`src/rtl/trng_bit_collector.sv`:
```
// trng_bit_collector
//   Serial-to-parallel collector placed directly behind the TRNG core.
//   Accepted raw bits (enable=1 and o_valid=1) first pass a discard phase
//   of DISCARD_N bits, then are packed MSB-first into OUT_W-bit words.
//   A repetition-count health test watches every accepted raw bit; once a
//   run of REP_LIMIT identical bits is seen, health_fail latches and the
//   collector stops producing words until reset.
//
//   Optional build macro: BITCOLLECT_VON_NEUMANN_EN
//     When defined, post-discard raw bits are paired and debiased
//     (01 -> 0, 10 -> 1, 00/11 -> nothing) before being packed.
//
// Ports
//   clk         in   system clock, rising edge
//   rst         in   asynchronous reset, active low
//   enable      in   collection enable; 0 ignores incoming bits
//   o_valid     in   TRNG bit-valid strobe
//   o_warbler   in   TRNG entropy bit
//   byte_ready  out  one-cycle pulse when rand_byte holds a new word
//   rand_byte   out  last completed word (OUT_W bits)
//   health_fail out  sticky repetition-test failure flag

module trng_bit_collector #(
  parameter int OUT_W     = 8,
  parameter int DISCARD_N = 0,
  parameter int REP_LIMIT = 32
) (
  input  logic             clk,
  input  logic             rst,
  input  logic             enable,
  input  logic             o_valid,
  input  logic             o_warbler,
  output logic             byte_ready,
  output logic [OUT_W-1:0] rand_byte,
  output logic             health_fail
);

  localparam int BIT_W  = $clog2(OUT_W) + 1;
  localparam int DISC_W = $clog2(DISCARD_N + 1) + 1;
  localparam int RUN_W  = $clog2(REP_LIMIT) + 1;

  logic [OUT_W-1:0]  r_shreg;
  logic [BIT_W-1:0]  r_bit_cnt;
  logic [DISC_W-1:0] r_disc_cnt;
  logic [RUN_W-1:0]  r_run_cnt;
  logic              r_last_bit;
  logic              r_byte_ready;
  logic [OUT_W-1:0]  r_rand_byte;
  logic              r_health_fail;

  logic              w_accept;
  logic              w_discarding;
  logic [RUN_W-1:0]  w_run_next;
  logic              w_trip;
  logic              w_coll_valid;
  logic              w_coll_bit;
  logic              w_collect;
  logic              w_word_done;
  logic [OUT_W-1:0]  w_shreg_next;

  assign w_accept = enable & o_valid;

  // The discard counter only advances while it is below DISCARD_N, so it
  // parks at DISCARD_N and inequality marks the discard phase.
  assign w_discarding = (r_disc_cnt != DISC_W'(DISCARD_N));

  // Run counter: 0 means "no bit seen yet since reset"; the first bit and
  // every change of value restart the run at 1. Saturates at REP_LIMIT.
  always_comb begin
    w_run_next = RUN_W'(1);
    if (r_run_cnt != '0 && o_warbler == r_last_bit) begin
      if (r_run_cnt == RUN_W'(REP_LIMIT))
        w_run_next = r_run_cnt;
      else
        w_run_next = r_run_cnt + RUN_W'(1);
    end
  end

  assign w_trip = w_accept & (w_run_next == RUN_W'(REP_LIMIT));

`ifdef BITCOLLECT_VON_NEUMANN_EN
  // Pair-phase state: r_pair_pend set means the first bit of a pair is held
  // in r_pair_first. A differing second bit emits the first bit's value.
  logic r_pair_pend;
  logic r_pair_first;

  assign w_coll_valid = w_accept & ~w_discarding & r_pair_pend &
                        (r_pair_first != o_warbler);
  assign w_coll_bit   = r_pair_first;

  always_ff @(posedge clk or negedge rst) begin
    if (!rst) begin
      r_pair_pend  <= 1'b0;
      r_pair_first <= 1'b0;
    end else if (w_accept && !w_discarding) begin
      r_pair_pend <= ~r_pair_pend;
      if (!r_pair_pend)
        r_pair_first <= o_warbler;
    end
  end
`else
  assign w_coll_valid = w_accept & ~w_discarding;
  assign w_coll_bit   = o_warbler;
`endif

  // A trip on this edge suppresses the bit (and any word it would finish).
  assign w_collect    = w_coll_valid & ~r_health_fail & ~w_trip;
  assign w_word_done  = w_collect & (r_bit_cnt == BIT_W'(OUT_W - 1));
  assign w_shreg_next = {r_shreg[OUT_W-2:0], w_coll_bit};

  always_ff @(posedge clk or negedge rst) begin
    if (!rst) begin
      r_shreg       <= '0;
      r_bit_cnt     <= '0;
      r_disc_cnt    <= '0;
      r_run_cnt     <= '0;
      r_last_bit    <= 1'b0;
      r_byte_ready  <= 1'b0;
      r_rand_byte   <= '0;
      r_health_fail <= 1'b0;
    end else begin
      r_byte_ready <= w_word_done;
      if (w_accept) begin
        r_last_bit <= o_warbler;
        r_run_cnt  <= w_run_next;
        if (w_trip)
          r_health_fail <= 1'b1;
        if (w_discarding)
          r_disc_cnt <= r_disc_cnt + DISC_W'(1);
      end
      if (w_collect) begin
        r_shreg <= w_shreg_next;
        if (w_word_done) begin
          r_bit_cnt   <= '0;
          r_rand_byte <= w_shreg_next;
        end else begin
          r_bit_cnt <= r_bit_cnt + BIT_W'(1);
        end
      end
    end
  end

  assign byte_ready  = r_byte_ready;
  assign rand_byte   = r_rand_byte;
  assign health_fail = r_health_fail;

endmodule

```
`config.mk`:
```
export PLATFORM = sky130hd
export DESIGN_NAME = trng_bit_collector
export DESIGN_NICKNAME = d
export VERILOG_FILES = /design/src/rtl/trng_bit_collector.sv
export SDC_FILE = /design/constraint.sdc
export NUM_CORES = 1
export LEC_CHECK = 0
export CAP_MARGIN = 20
export CORE_MARGIN = 2
export CORE_UTILIZATION = 55
export DETAILED_ROUTE_END_ITERATION = 10
export PLACE_DENSITY = 0.78
export SYNTH_ARGS = -nofsm -noshare
export SYNTH_HDL_FRONTEND = slang
export SYNTH_SLANG_ARGS = --single-unit
```
`constraint.sdc`:
```
create_clock -name clk -period 2.56 [get_ports clk]
set_clock_uncertainty 0.05 [all_clocks]
set_input_delay 0.64 -clock clk [delete_from_list [all_inputs] [get_ports clk]]
set_output_delay 0.64 -clock clk [all_outputs]
set_load 0.02 [all_outputs]
```
==> reports/summary.txt <==
critical path required time: 2.75 ns
via count: 951
most common cell in the synthesized netlist: dfrtp_1
dominant cells by area after synthesis: dfrtp_1, mux2_4, ha_1
Final Setup Violations: 0
antenna viol nets, final: 0
post-layout worst setup margin: 0.207 ns
Hold Crit Depth: 1
CP Launch Type: flop
max-cap violation count: 0
Min-Delay Startpoint: r_bit_cnt[2]
port bufs: 14
Crit. End Element: flop
Initial DRC Count: 22
Worst Path Max Fanout: 9
R2R depth: 7
Routed WL per cell: 16.9 µm
Final Max Slew Viols: 0
Max Freq: 425 MHz
Peak VDD IR: 0.788 mV
Synth area leader: dfrtp_1
Reg clk slew, reported paths: 0.15 ns
initial antenna violation count: 0
Inst Count DP: 163
Slowest-stage cell, CP: dfrtp_1
Final min period: 2.35 ns
full die area: 3040 µm²
Mean Syn Cell Area: 13.0 µm²
WP buf/inv: 2
Cell Chain, Critical Path: inv_1 > ha_1 > nor4_2 > o32ai_4 > o21ai_4 > buf_12 > mux2_4
DP Area: 1700 µm²
Post-Synthesis Net Count: 119
Die Ht: 55.2 µm
CTS sink cnt: 28
Final Hold Fails: 0
largest net degree at the start of global routing: 29
width of the die: 55.2 µm
Nets: 146
CTS Buffer Depth: 2
dpl hpwl: 1990 µm
Worst Hold End: r_bit_cnt[2]
DR DRC count: 0
num rows: 18
Synth Register Bits: 28
Yosys Warn Count: 0
Clock Latency Late Sink: 0.34 ns
crit path DAT: 2.55 ns
Crit path largest cell delay: 0.45 ns
Post-CTS Hold Fix Bufs: 0
TritonCTS clock tree: done
Final Wtd Congestion: 0.882
first-pass GRT wire length: 4570 µm
Yosys top cell area share: 48.7%
Worst-Margin Slew: 0.386 ns
vias per cell: 5.69
Leak: 0.843 nW
GRT Total Usage: 22.1%
total gr overflow: 0
final cell count without fillers: 167
sequential area share after synthesis: 48.7%
top cells by count, synth: dfrtp_1, mux2_4, nand2_1, nor2_1, o21ai_0
Worst path depth: 7
worst r2r dst: rand_byte[3]
EDFF count, synth: 0
Post-Route WL: 2830 µm
Post-synth top flop: dfrtp_1
vias in the first global route: 931
Post-CTS Repair Setup Buffers: 0
io pins: 15
RSZ-0062 raised after global routing: no
CTS H-tree depth: 1
dpl ws: -0.147 ns
r2r startpoint: r_run_cnt[0]
CP delay by family, top: flip-flops
synthesized area: 1440 µm²
clock root buffer: clkbuf_4
initial core utilization: 58.1%
R2R setup slack: 0.21 ns
PwrDens: 1020 nW/µm²
Area Overhead vs Synth: 22.1%
Fin Setup TNS: 0 ns
core area: 2480 µm²
Tcrit/Tclk final: 91.9%
Hold Path Class: reg2reg
First-pass DRT Iterations: 4
Antenna diodes: 0
Post-Synthesis Cells: 111
number of library cell types mapped by synthesis: 36
post-cts sizing count: 0
outcome: finished clean
clock buffer count from CTS: 3
Rel. slew slack: 74.1%
share of post-route cells with drive strength above 1: 29.2%
crit path kind: reg2reg
Async SR Flop Fraction: 100%
fin area: 1760 µm²
## how the worst max path moves through the flow
stage | start | slack, ns | to
4_1_cts | r_run_cnt[0] | 0.21 | rand_byte[3]
6_report | r_run_cnt[0] | 0.21 | rand_byte[3]
3_5_place_dp | o_warbler | -0.15 | rand_byte[3]
5_1_grt | r_run_cnt[0] | 0.08 | rand_byte[1]
2_1_floorplan | r_run_cnt[0] | 0.39 | r_bit_cnt[1]
3_3_place_gp | o_warbler | -0.09 | rand_byte[2]
## metal layers
layer,global-route usage [%],routed length [µm]
met5,0,0
met1,28.2,1190
met4,11.4,82
met3,2.42,146
met2,36.9,1410
## metrics by stage
stage	hold slack (ns)	util, %	power (W)
2_1_floorplan	0.294	-	0.00123
3_3_place_gp	0.441	68.8	0.00144
3_5_place_dp	0.444	68.8	0.00149
4_1_cts	0.473	70.9	0.00179
5_1_grt	0.478	70.9	0.00188
6_report	0.466	70.9	0.00178
## layout by cell type, fill, tap and decap left out, types with 2 or more instances in the layout
cell type / instances
buf_4: 9
o21ai_0: 6
nand2_1: 10
nand3_1: 4
xnor2_1: 2
clkdlybuf4s50_1: 14
nand3b_1: 2
xor2_1: 3
o21ai_4: 2
clkbuf_4: 3
mux2_4: 16
inv_1: 3
buf_12: 2
ha_1: 3
nor4_2: 2
nor2_1: 7
dfrtp_1: 28
## registers in the layout (all words and copies together), names as in the netlist
signal / flops
r_last_bit: 1
health_fail: 1
r_bit_cnt: 4
r_run_cnt: 6
rand_byte: 8
byte_ready: 1
r_shreg: 7
## area by class of cell
class,count,area (µm²)
clock inverter,1,30.0
multi-input combinational,76,703
fill,183,721
tap,30,37.5
sequential,28,701
clock buffer,3,22.5
inverter,4,15.0
timing repair buffer,25,248
## kinds of logic after synthesis
family                   synth area share [%]
buffers and inverters                    2.43
AND/OR/NAND/NOR                          13.7
flip-flops                               48.7
AO/OA/AOI/OAI                            11.3
XOR/XNOR                                 3.04
multiplexers                             18.2
adder cells (fa/ha/maj)                  2.61
## power by group
| group | internal, W | switching [W] | total [W] | leakage [nW] |
|---|---|---|---|---|
| Combinational | 0.000411 | 0.000329 | 0.000740 | 0.463 |
| Sequential | 0.000598 | 0.000148 | 0.000746 | 0.352 |
| Clock | 0.000159 | 0.000138 | 0.000296 | 0.0279 |
Power figures use the tool's default switching activity.
